File: config.mk
export PLATFORM = sky130hd
export DESIGN_NAME = usb_tx_pkt_ctrl
export DESIGN_NICKNAME = d
export VERILOG_FILES = /design/src/rtl/usb_tx_pkg.sv /design/src/rtl/usb_tx_bitcnt.sv /design/src/rtl/usb_tx_pkt_ctrl.sv
export SDC_FILE = /design/constraint.sdc
export NUM_CORES = 1
export LEC_CHECK = 0
export BUFFER_PORTS_ARGS = -buffer_cell sky130_fd_sc_hd__buf_2
export CORE_UTILIZATION = 53
export DETAILED_ROUTE_END_ITERATION = 7
export GPL_ROUTABILITY_DRIVEN = 0
export PLACE_DENSITY = 0.87
export RECOVER_POWER = 25
export SYNTH_ARGS = -nofsm -noshare
export SYNTH_HDL_FRONTEND = slang
export SYNTH_SLANG_ARGS = --single-unit
File: constraint.sdc
create_clock -name clk -period 2.4 [get_ports clk]
set_input_delay 0.24 -clock clk [delete_from_list [all_inputs] [get_ports clk]]
set_output_delay 0.24 -clock clk [all_outputs]
set_load 0.01 [all_outputs]
File: src/rtl/usb_tx_pkg.sv
// usb_tx_pkg: shared FSM states, shifter load selects, PID bytes and hs_type encoding for the USB TX sequencer
package usb_tx_pkg;
  typedef enum logic [2:0] {
    ST_IDLE, ST_SYNC, ST_PID, ST_DATA, ST_CRC1, ST_CRC2, ST_EOP, ST_DONE
  } state_t;
  typedef enum logic [2:0] {
    SEL_SYNC = 3'd0, SEL_PID = 3'd1, SEL_DATA = 3'd2, SEL_CRC1 = 3'd3, SEL_CRC2 = 3'd4
  } load_sel_t;
  localparam logic [7:0] PID_ACK   = 8'hD2;
  localparam logic [7:0] PID_NAK   = 8'h5A;
  localparam logic [7:0] PID_STALL = 8'h1E;
  localparam logic [7:0] PID_DATA0 = 8'hC3;
  localparam logic [7:0] PID_DATA1 = 8'h4B;
  localparam logic [1:0] HS_ACK = 2'd0;
  localparam logic [1:0] HS_NAK = 2'd1;
  function automatic logic [7:0] hs_pid(input logic [1:0] t);
    return t == HS_ACK ? PID_ACK : t == HS_NAK ? PID_NAK : PID_STALL;
  endfunction
endpackage

File: src/rtl/usb_tx_bitcnt.sv
// usb_tx_bitcnt: field bit counter and remaining payload byte counter with last-bit/last-byte flags
// Ports: clk, rst (async, active high); bit_clr/bit_inc drive bit_cnt; rem_ld/rem_val/rem_dec drive
// the remaining-byte count; last_bit = 8th bit of a field is current, last_byte = no payload bytes left.
module usb_tx_bitcnt #(
  parameter int BIT_W = 3,
  parameter int LEN_W = 7
) (
  input  logic             clk,
  input  logic             rst,
  input  logic             bit_clr,
  input  logic             bit_inc,
  input  logic             rem_ld,
  input  logic [LEN_W-1:0] rem_val,
  input  logic             rem_dec,
  output logic [BIT_W-1:0] bit_cnt,
  output logic             last_bit,
  output logic             last_byte
);
  logic [LEN_W-1:0] rem;
  always_ff @(posedge clk or posedge rst)
    if (rst) begin
      bit_cnt <= '0;
      rem <= '0;
    end else begin
      bit_cnt <= bit_clr ? '0 : bit_inc ? bit_cnt + 1'b1 : bit_cnt;
      rem <= rem_ld ? rem_val : rem_dec ? rem - 1'b1 : rem;
    end
  assign last_bit = bit_cnt == BIT_W'(7);
  assign last_byte = rem == '0;
endmodule

File: src/rtl/usb_tx_pkt_ctrl.sv
// usb_tx_pkt_ctrl: USB packet transmit sequencer (SYNC/PID/payload/CRC16/EOP and handshakes)
// Ports: bit_stb paces every field; tx_start/tx_ep/tx_len/tx_pid1 request a data packet, hs_req/hs_type a
// handshake; ack_rcvd/ack_ep flip an endpoint toggle; fifo_empty/fifo_pop talk to the show-ahead TX FIFO;
// load/load_sel/pid_byte/shift_en drive the serializer and CRC mux; eop, busy, tx_done, underrun report status.
// Build option: define USB_TX_TOGGLE_EN for per-endpoint DATA0/DATA1 toggles instead of tx_pid1.
module usb_tx_pkt_ctrl
  import usb_tx_pkg::*;
#(
  parameter int MAX_PAYLOAD = 64,
  parameter int NUM_EP = 4,
  parameter int EOP_BITS = 3,
  localparam int LEN_W = $clog2(MAX_PAYLOAD + 1),
  localparam int EP_W = NUM_EP > 1 ? $clog2(NUM_EP) : 1
) (
  input  logic             clk,
  input  logic             rst,
  input  logic             bit_stb,
  input  logic             tx_start,
  input  logic [EP_W-1:0]  tx_ep,
  input  logic [LEN_W-1:0] tx_len,
  input  logic             tx_pid1,
  input  logic             hs_req,
  input  logic [1:0]       hs_type,
  input  logic             ack_rcvd,
  input  logic [EP_W-1:0]  ack_ep,
  input  logic             fifo_empty,
  output logic             fifo_pop,
  output logic             load,
  output logic [2:0]       load_sel,
  output logic [7:0]       pid_byte,
  output logic             shift_en,
  output logic             eop,
  output logic             busy,
  output logic             tx_done,
  output logic             underrun
);
  localparam int BIT_W = EOP_BITS > 8 ? $clog2(EOP_BITS) : 3;
  state_t state, nxt_state;
  load_sel_t sel_q, nxt_sel;
  logic nxt_load, nxt_pop, nxt_und;
  logic [7:0] nxt_pid, pid_val;
  logic is_data, data1, accept, stb_end, last_bit, last_byte, bit_clr, bit_inc, rem_dec;
  logic [1:0] hs_q;
  logic [BIT_W-1:0] bit_cnt;
  logic [LEN_W-1:0] len_clamped, rem_val;
  assign accept = state == ST_IDLE && (hs_req || tx_start);
  assign len_clamped = tx_len > LEN_W'(MAX_PAYLOAD) ? LEN_W'(MAX_PAYLOAD) : tx_len;
  assign rem_val = hs_req ? '0 : len_clamped;
  assign stb_end = bit_stb && last_bit;
  assign pid_val = is_data ? (data1 ? PID_DATA1 : PID_DATA0) : hs_pid(hs_q);
  // Any field change or new byte load restarts the bit count; a strobe in the load cycle is then bit 0.
  assign bit_clr = nxt_state != state || nxt_load;
  assign bit_inc = bit_stb && state != ST_IDLE && state != ST_DONE;
  assign rem_dec = nxt_load && nxt_sel == SEL_DATA;
  usb_tx_bitcnt #(.BIT_W(BIT_W), .LEN_W(LEN_W)) u_cnt (
    .clk(clk), .rst(rst), .bit_clr(bit_clr), .bit_inc(bit_inc), .rem_ld(accept), .rem_val(rem_val),
    .rem_dec(rem_dec), .bit_cnt(bit_cnt), .last_bit(last_bit), .last_byte(last_byte)
  );
  always_comb begin
    nxt_state = state;
    nxt_sel = sel_q;
    nxt_load = 1'b0;
    nxt_pop = 1'b0;
    nxt_und = 1'b0;
    nxt_pid = pid_byte;
    case (state)
      ST_IDLE: if (accept) begin
        nxt_state = ST_SYNC;
        nxt_sel = SEL_SYNC;
        nxt_load = 1'b1;
      end
      ST_SYNC: if (stb_end) begin
        nxt_state = ST_PID;
        nxt_sel = SEL_PID;
        nxt_load = 1'b1;
        nxt_pid = pid_val;
      end
      ST_PID, ST_DATA: if (stb_end) begin
        if (!is_data) nxt_state = ST_EOP;
        else if (last_byte) begin
          nxt_state = ST_CRC1;
          nxt_sel = SEL_CRC1;
          nxt_load = 1'b1;
        end else if (fifo_empty) begin
          // Starved payload: cut the packet short with an EOP instead of sending a stale byte.
          nxt_state = ST_EOP;
          nxt_und = 1'b1;
        end else begin
          nxt_state = ST_DATA;
          nxt_sel = SEL_DATA;
          nxt_load = 1'b1;
          nxt_pop = 1'b1;
        end
      end
      ST_CRC1: if (stb_end) begin
        nxt_state = ST_CRC2;
        nxt_sel = SEL_CRC2;
        nxt_load = 1'b1;
      end
      ST_CRC2: if (stb_end) nxt_state = ST_EOP;
      ST_EOP: if (bit_stb && bit_cnt == BIT_W'(EOP_BITS - 1)) nxt_state = ST_DONE;
      default: nxt_state = ST_IDLE;
    endcase
  end
  always_ff @(posedge clk or posedge rst)
    if (rst) begin
      state <= ST_IDLE;
      sel_q <= SEL_SYNC;
      load <= 1'b0;
      fifo_pop <= 1'b0;
      underrun <= 1'b0;
      pid_byte <= '0;
      is_data <= 1'b0;
      hs_q <= '0;
    end else begin
      state <= nxt_state;
      sel_q <= nxt_sel;
      load <= nxt_load;
      fifo_pop <= nxt_pop;
      underrun <= nxt_und;
      pid_byte <= nxt_pid;
      if (accept) begin
        is_data <= !hs_req;
        hs_q <= hs_type;
      end
    end
`ifdef USB_TX_TOGGLE_EN
  logic [NUM_EP-1:0] tog;
  logic [EP_W-1:0] ep_q;
  logic unused;
  assign unused = &{1'b0, tx_pid1};
  assign data1 = tog[ep_q];
  always_ff @(posedge clk or posedge rst)
    if (rst) begin
      tog <= '0;
      ep_q <= '0;
    end else begin
      if (accept) ep_q <= tx_ep;
      if (ack_rcvd) tog[ack_ep] <= ~tog[ack_ep];
    end
`else
  logic pid1_q;
  logic unused;
  assign unused = &{1'b0, ack_rcvd, ack_ep, tx_ep};
  assign data1 = pid1_q;
  always_ff @(posedge clk or posedge rst)
    if (rst) pid1_q <= 1'b0;
    else if (accept) pid1_q <= tx_pid1;
`endif
  assign load_sel = sel_q;
  assign shift_en = bit_stb && state inside {ST_SYNC, ST_PID, ST_DATA, ST_CRC1, ST_CRC2};
  assign eop = state == ST_EOP;
  assign busy = state != ST_IDLE;
  assign tx_done = state == ST_DONE;
endmodule

# == Word level (Yosys, flattened, before mapping) ==
# Index checks and enable logic that the tools add are counted.
# classes
n_eq_ne,13
order_cmp,1
n_reduce_logical,20
addsub,2
muxes,44
# op_table
cell,n
two-way mux 3 bit,18
two-way mux 7 bit,5
two-way mux 8 bit,3
case mux 3 bit (6 select lines),1
== test 3 bit (second input constant),5
two-way mux 1 bit,15
== test 3 x 2 -> 1 bit (second input constant),4
case mux 3 bit (4 select lines),1
> comparator 7 bit (second input constant),1
logical AND 1 bit,7
logical NOT 7 bit,1
subtractor 7 x 1 -> 7 bit (second input constant),1
nonzero test 5 bit,1
nonzero test 2 bit,2
OR reduction 2 bit,2
adder 3 x 1 -> 3 bit (second input constant),1
== test 3 x 1 -> 1 bit (second input constant),1
logical NOT 3 bit,1
!= test 3 bit,1
!= test 3 bit (second input constant),1
case mux 1 bit (3 select lines),1
nonzero test 3 bit,1
== test 2 x 1 -> 1 bit (second input constant),1
logical NOT 2 bit,1
other kinds (3),4
# totals
output_inout_bits,18
in_bits,21
regBits,31

# == Longest topological paths before layout ==
# logic_depth
depth_word,9
ltp_mapped,8
depth_no_buf,7

# == Cells and area by module ==
# From an unflattened synthesis, not the netlist that was laid out.
# hier_totals
cells_unflattened,174
hier_area_um2,1696.6
# modules_own_cells
module,cells_per_inst,area_per_inst_um2,n_inst,seq_area_each_um2
usb_tx_pkt_ctrl,115,1109.8,1,500.5
usb_tx_bitcnt,59,586.8,1,250.2

# == Least setup slack after synthesis ==
# Ideal clock, no wire load.
# synth_path
path_type,register to register
start,register u_cnt.bit_cnt[1]
end,register u_cnt.rem[5]
path_stages_with_launch,8
required_time_ns,2.331
arrival_time_ns,1.729
setup_slack_ns,0.602
n_path_buf,0
period_less_slack_ns,1.798
setup_ns,0.069
path_cell_list,dfrtp_1 ha_1 ha_1 nand3b_1 nor2_2 nand2_1 or3_1 nand3_1
# synth_between
elab_chain_cells,7
elab_cells_between_ends,12
classes_between,eq/ne (2); mux (7); reduce/logical (3)
# synth_rtl
element,line,text
"start, declared",usb_tx_bitcnt.sv:15,"output logic [BIT_W-1:0] bit_cnt,"
"start signal, assigned",usb_tx_bitcnt.sv:25,bit_cnt <= bit_clr ? '0 : bit_inc ? bit_cnt + 1'b1 : bit_cnt;
== test 3 bit (*),usb_tx_bitcnt.sv:28,assign last_bit = bit_cnt == BIT_W'(7);
logical AND 1 bit (*),usb_tx_pkt_ctrl.sv:49,assign stb_end = bit_stb && last_bit;
"two-way mux 3 bit, on equally long branches","usb_tx_pkt_ctrl.sv:95, usb_tx_pkt_ctrl.sv:72, usb_tx_pkt_ctrl.sv:78",
case mux 3 bit (4 select lines),usb_tx_pkt_ctrl.sv:66,case (state)
== test 3 x 2 -> 1 bit,usb_tx_pkt_ctrl.sv:54,assign rem_dec = nxt_load && nxt_sel == SEL_DATA;
logical AND 1 bit (*),usb_tx_pkt_ctrl.sv:54,
nonzero test 2 bit (no source line) (*),--,
"end signal, assigned",usb_tx_bitcnt.sv:26,rem <= rem_ld ? rem_val : rem_dec ? rem - 1'b1 : rem;
"end, declared",usb_tx_bitcnt.sv:19,logic [LEN_W-1:0] rem;
# Mark *: on every way between the ends. The rest lies on a longest branch, timed or not.
# A chain may end at the register's enable or synchronous reset.

# == Worst setup path after layout ==
# Same ends and word-level chain as after synthesis.

==> summary.txt <==
Status
  • Status: finished with violations
  • Failing checks: design-rule violations, max-capacitance violations, max-slew violations

Timing
  • Slew Limit Fails: 31
  • RSZ-0062 raised after global routing: false
  • Slew @ Worst Pin: 1568 ps
  • Final worst slack: 330.4 ps
  • Final hold vios: 0
  • # setup viols final: 0
  • FMAX: 483.2 MHz
  • Final setup TNS: 0 ps
  • Final Skew: 4.934 ps
  • Final period demand of the worst path: 2070 ps
  • Crit share post-route: 86.23%
  • Rel. slew slack: -4.516%

Setup path
  • Worst setup EP type: flip-flop
  • CP max-delay cell: dfrtp_1
  • RR Startpoint: u_cnt.bit_cnt[1]
  • Startpoint of the worst setup timing path: u_cnt.bit_cnt[1]
  • Critical path cell sequence: ha_1 -> ha_1 -> nand3b_1 -> nor2_2 -> nand2_1 -> or3_1 -> nand3_1
  • Required time of the critical path: 2670 ps
  • CP max stage delay: 410 ps
  • Worst Path Arrival: 2340 ps
  • CP dominant cell by count: ha_1
  • Critical Path Fanout Max: 7
  • WS Path Type: reg2reg
  • CP startpoint kind: flip-flop

Finish
  • Antenna cells: 0
  • Non-Filler Instances: 252
  • Area Growth Syn to Fin: 17.26%
  • Most frequent cells in the layout: nand2_1, buf_2, dfrtp_1
  • Fin nets: 246
  • Finished Core Util: 67.63%
  • Leading cell type in the layout, fill and taps excluded: nand2_1
  • Layout cells sized above 1: 22.17%

Logic synthesis
  • Yosys top cell by area: dfrtp_1
  • Sequential share of the synthesized area: 45.63%
  • Area contributors post-synth: dfrtp_1, nand2_1, nor2_1, ha_1, nand3_1
  • Post-synth EDFFs: 0
  • Count of cell types in the netlist: 48
  • Share of the synthesized area in the top cell type: 45.63%
  • Syn_area_per_cell: 8.991 sq um
  • Mapped Nets: 208
  • Synth warn: 0
  • Netlist Area Pre-Place: 1645 sq um
  • Cells after Synth: 183
  • Ys async rst share: 100.0%
  • #FFs+latches synth: 30
  • Ys flop type: dfrtp_1

Pwr
  • Max IR drop VDD: 0.0006038 V
  • Leak pwr: 0.9471 nW
  • Power density cells: 1152 nW/um^2

Global route
  • Wire length of the first global-routing pass: 5.602 mm
  • Remaining global-route overflow: 0
  • Largest net degree at the start of global routing: 31
  • Vias in the first global route: 1,273
  • Initial antenna violation count: 0
  • Tot GR Track Use: 22.76%

Flow run
  • Max_cap viols: 1

Clock network
  • Post-CTS Setup Inserts: 0
  • CTS tree: yes
  • Clock transition at path regs: 90 ps
  • Clock latency on the worst-skew pair: 330 ps
  • Cts bufs inserted: 5
  • H-Tree Depth: 2
  • CTS Buffer Depth: 2
  • Sink Count: 30
  • Root Buffer: clkbuf_4
  • # hold bufs at CTS: 1
  • Resized cells post-CTS: 0

Place
  • Post-place setup slack: 339.0 ps
  • DPL Wire Length: 2.529 mm
  • # port buffers: 32
  • Post-Place Cells: 244

Floorplanning
  • Core area: 2853 sq um
  • Initial Util: 57.68%
  • Die extent in y: 57.72 um
  • Die X-Extent: 57.72 um
  • Ports: 39
  • DIE AREA: 3331 sq um
  • Cell Rows: 19

Route
  • Initial DRC Count: 43
  • Routed WL: 3.411 mm
  • Pre-antenna DRT Iters: 6
  • Routed Antenna Nets: 0
  • Routed vias/inst: 5.730
  • DR DRC count: 2
  • Drt wl/cell: 13.54 um
  • Via count: 1,444

Hold path
  • Hold WC Path Type: in2reg
  • Hold_sp: hs_type[0]
## where the power goes
part,switching (mW),internal (mW)
clock network,0.170,0.242
logic,0.522,0.418
registers,0.176,0.694
total,0.869,1.35
## final timing paths
check	end	slack [ps]	cells after the start
max in group asynchronous	underrun	500	4
min in group asynchronous	state[1]	990	4
max	u_cnt.rem[5]	330	7
min	hs_q[0]	100	3
max reg2reg	u_cnt.rem[5]	330	7
min reg2reg	data1	480	2
## cell families after synthesis
group / after synthesis / share of synthesized area, %
AOI/OAI and AO/OA: 36 / 15.36
xor gates and xnor gates: 5 / 2.661
adders and majority gates: 4 / 3.042
buffers and inverters: 17 / 5.171
DFF: 30 / 45.63
muxes: 2 / 1.293
other: 1 / 0.2279
and+or+nand+nor: 88 / 26.62
## per-layer routing
layer	part of all wire (%)	track usage, %	vias to the layer above
met5	0	0	-
met4	1.3	8.844	0
met3	4.8	7.143	6
met2	50	38.70	34
met1	44	27.06	685
li1	-	-	719
## synth_stat cells, types with 4 or more instances
cell type   n
nand2_1    36
dfrtp_1    30
nor2_1     15
inv_1       8
nand3_1     8
nand2b_1    5
nand3b_1    5
o21ai_1     5
clkbuf_1    4
ha_1        4
o21ai_0     4
xor2_1      4
## layout make-up
cell class	instances	area, sq um
Tap cell	31	38.79
Fill cell	239	923.4
Clock buffer	6	51.30
Clock inverter	1	30.03
Timing Repair Buffer	40	219.0
Inverter	8	30.03
Sequential cell	30	750.7
Multi-Input combinational cell	136	809.5
## sequential cells by signal, summed over array words and instances, names as in the netlist
name,count
load_sel,3
hs_q,2
data1,1
u_cnt.bit_cnt,3
state,3
fifo_pop,1
underrun,1
is_data,1
pid_byte,7
load,1
u_cnt.rem,7
## critical path, delay by kind of cell (launching register included)
family	cells	cell delay, ps
simple gates	5	1150
fa+ha+maj	2	450
flops	1	410
## stage by stage
step | hold slack [ps] | instance area, sq um | total power, mW
after floorplan | 330.8 | 1645 | 1.551
after global placement | 329.9 | 1842 | 1.780
after detailed placement | 330.3 | 1842 | 1.817
after CTS | 88.31 | 1933 | 2.235
after global routing | 72.88 | 1929 | 2.395
final | 96.21 | 1929 | 2.223
No activity file was read; power rests on OpenSTA's default activity.
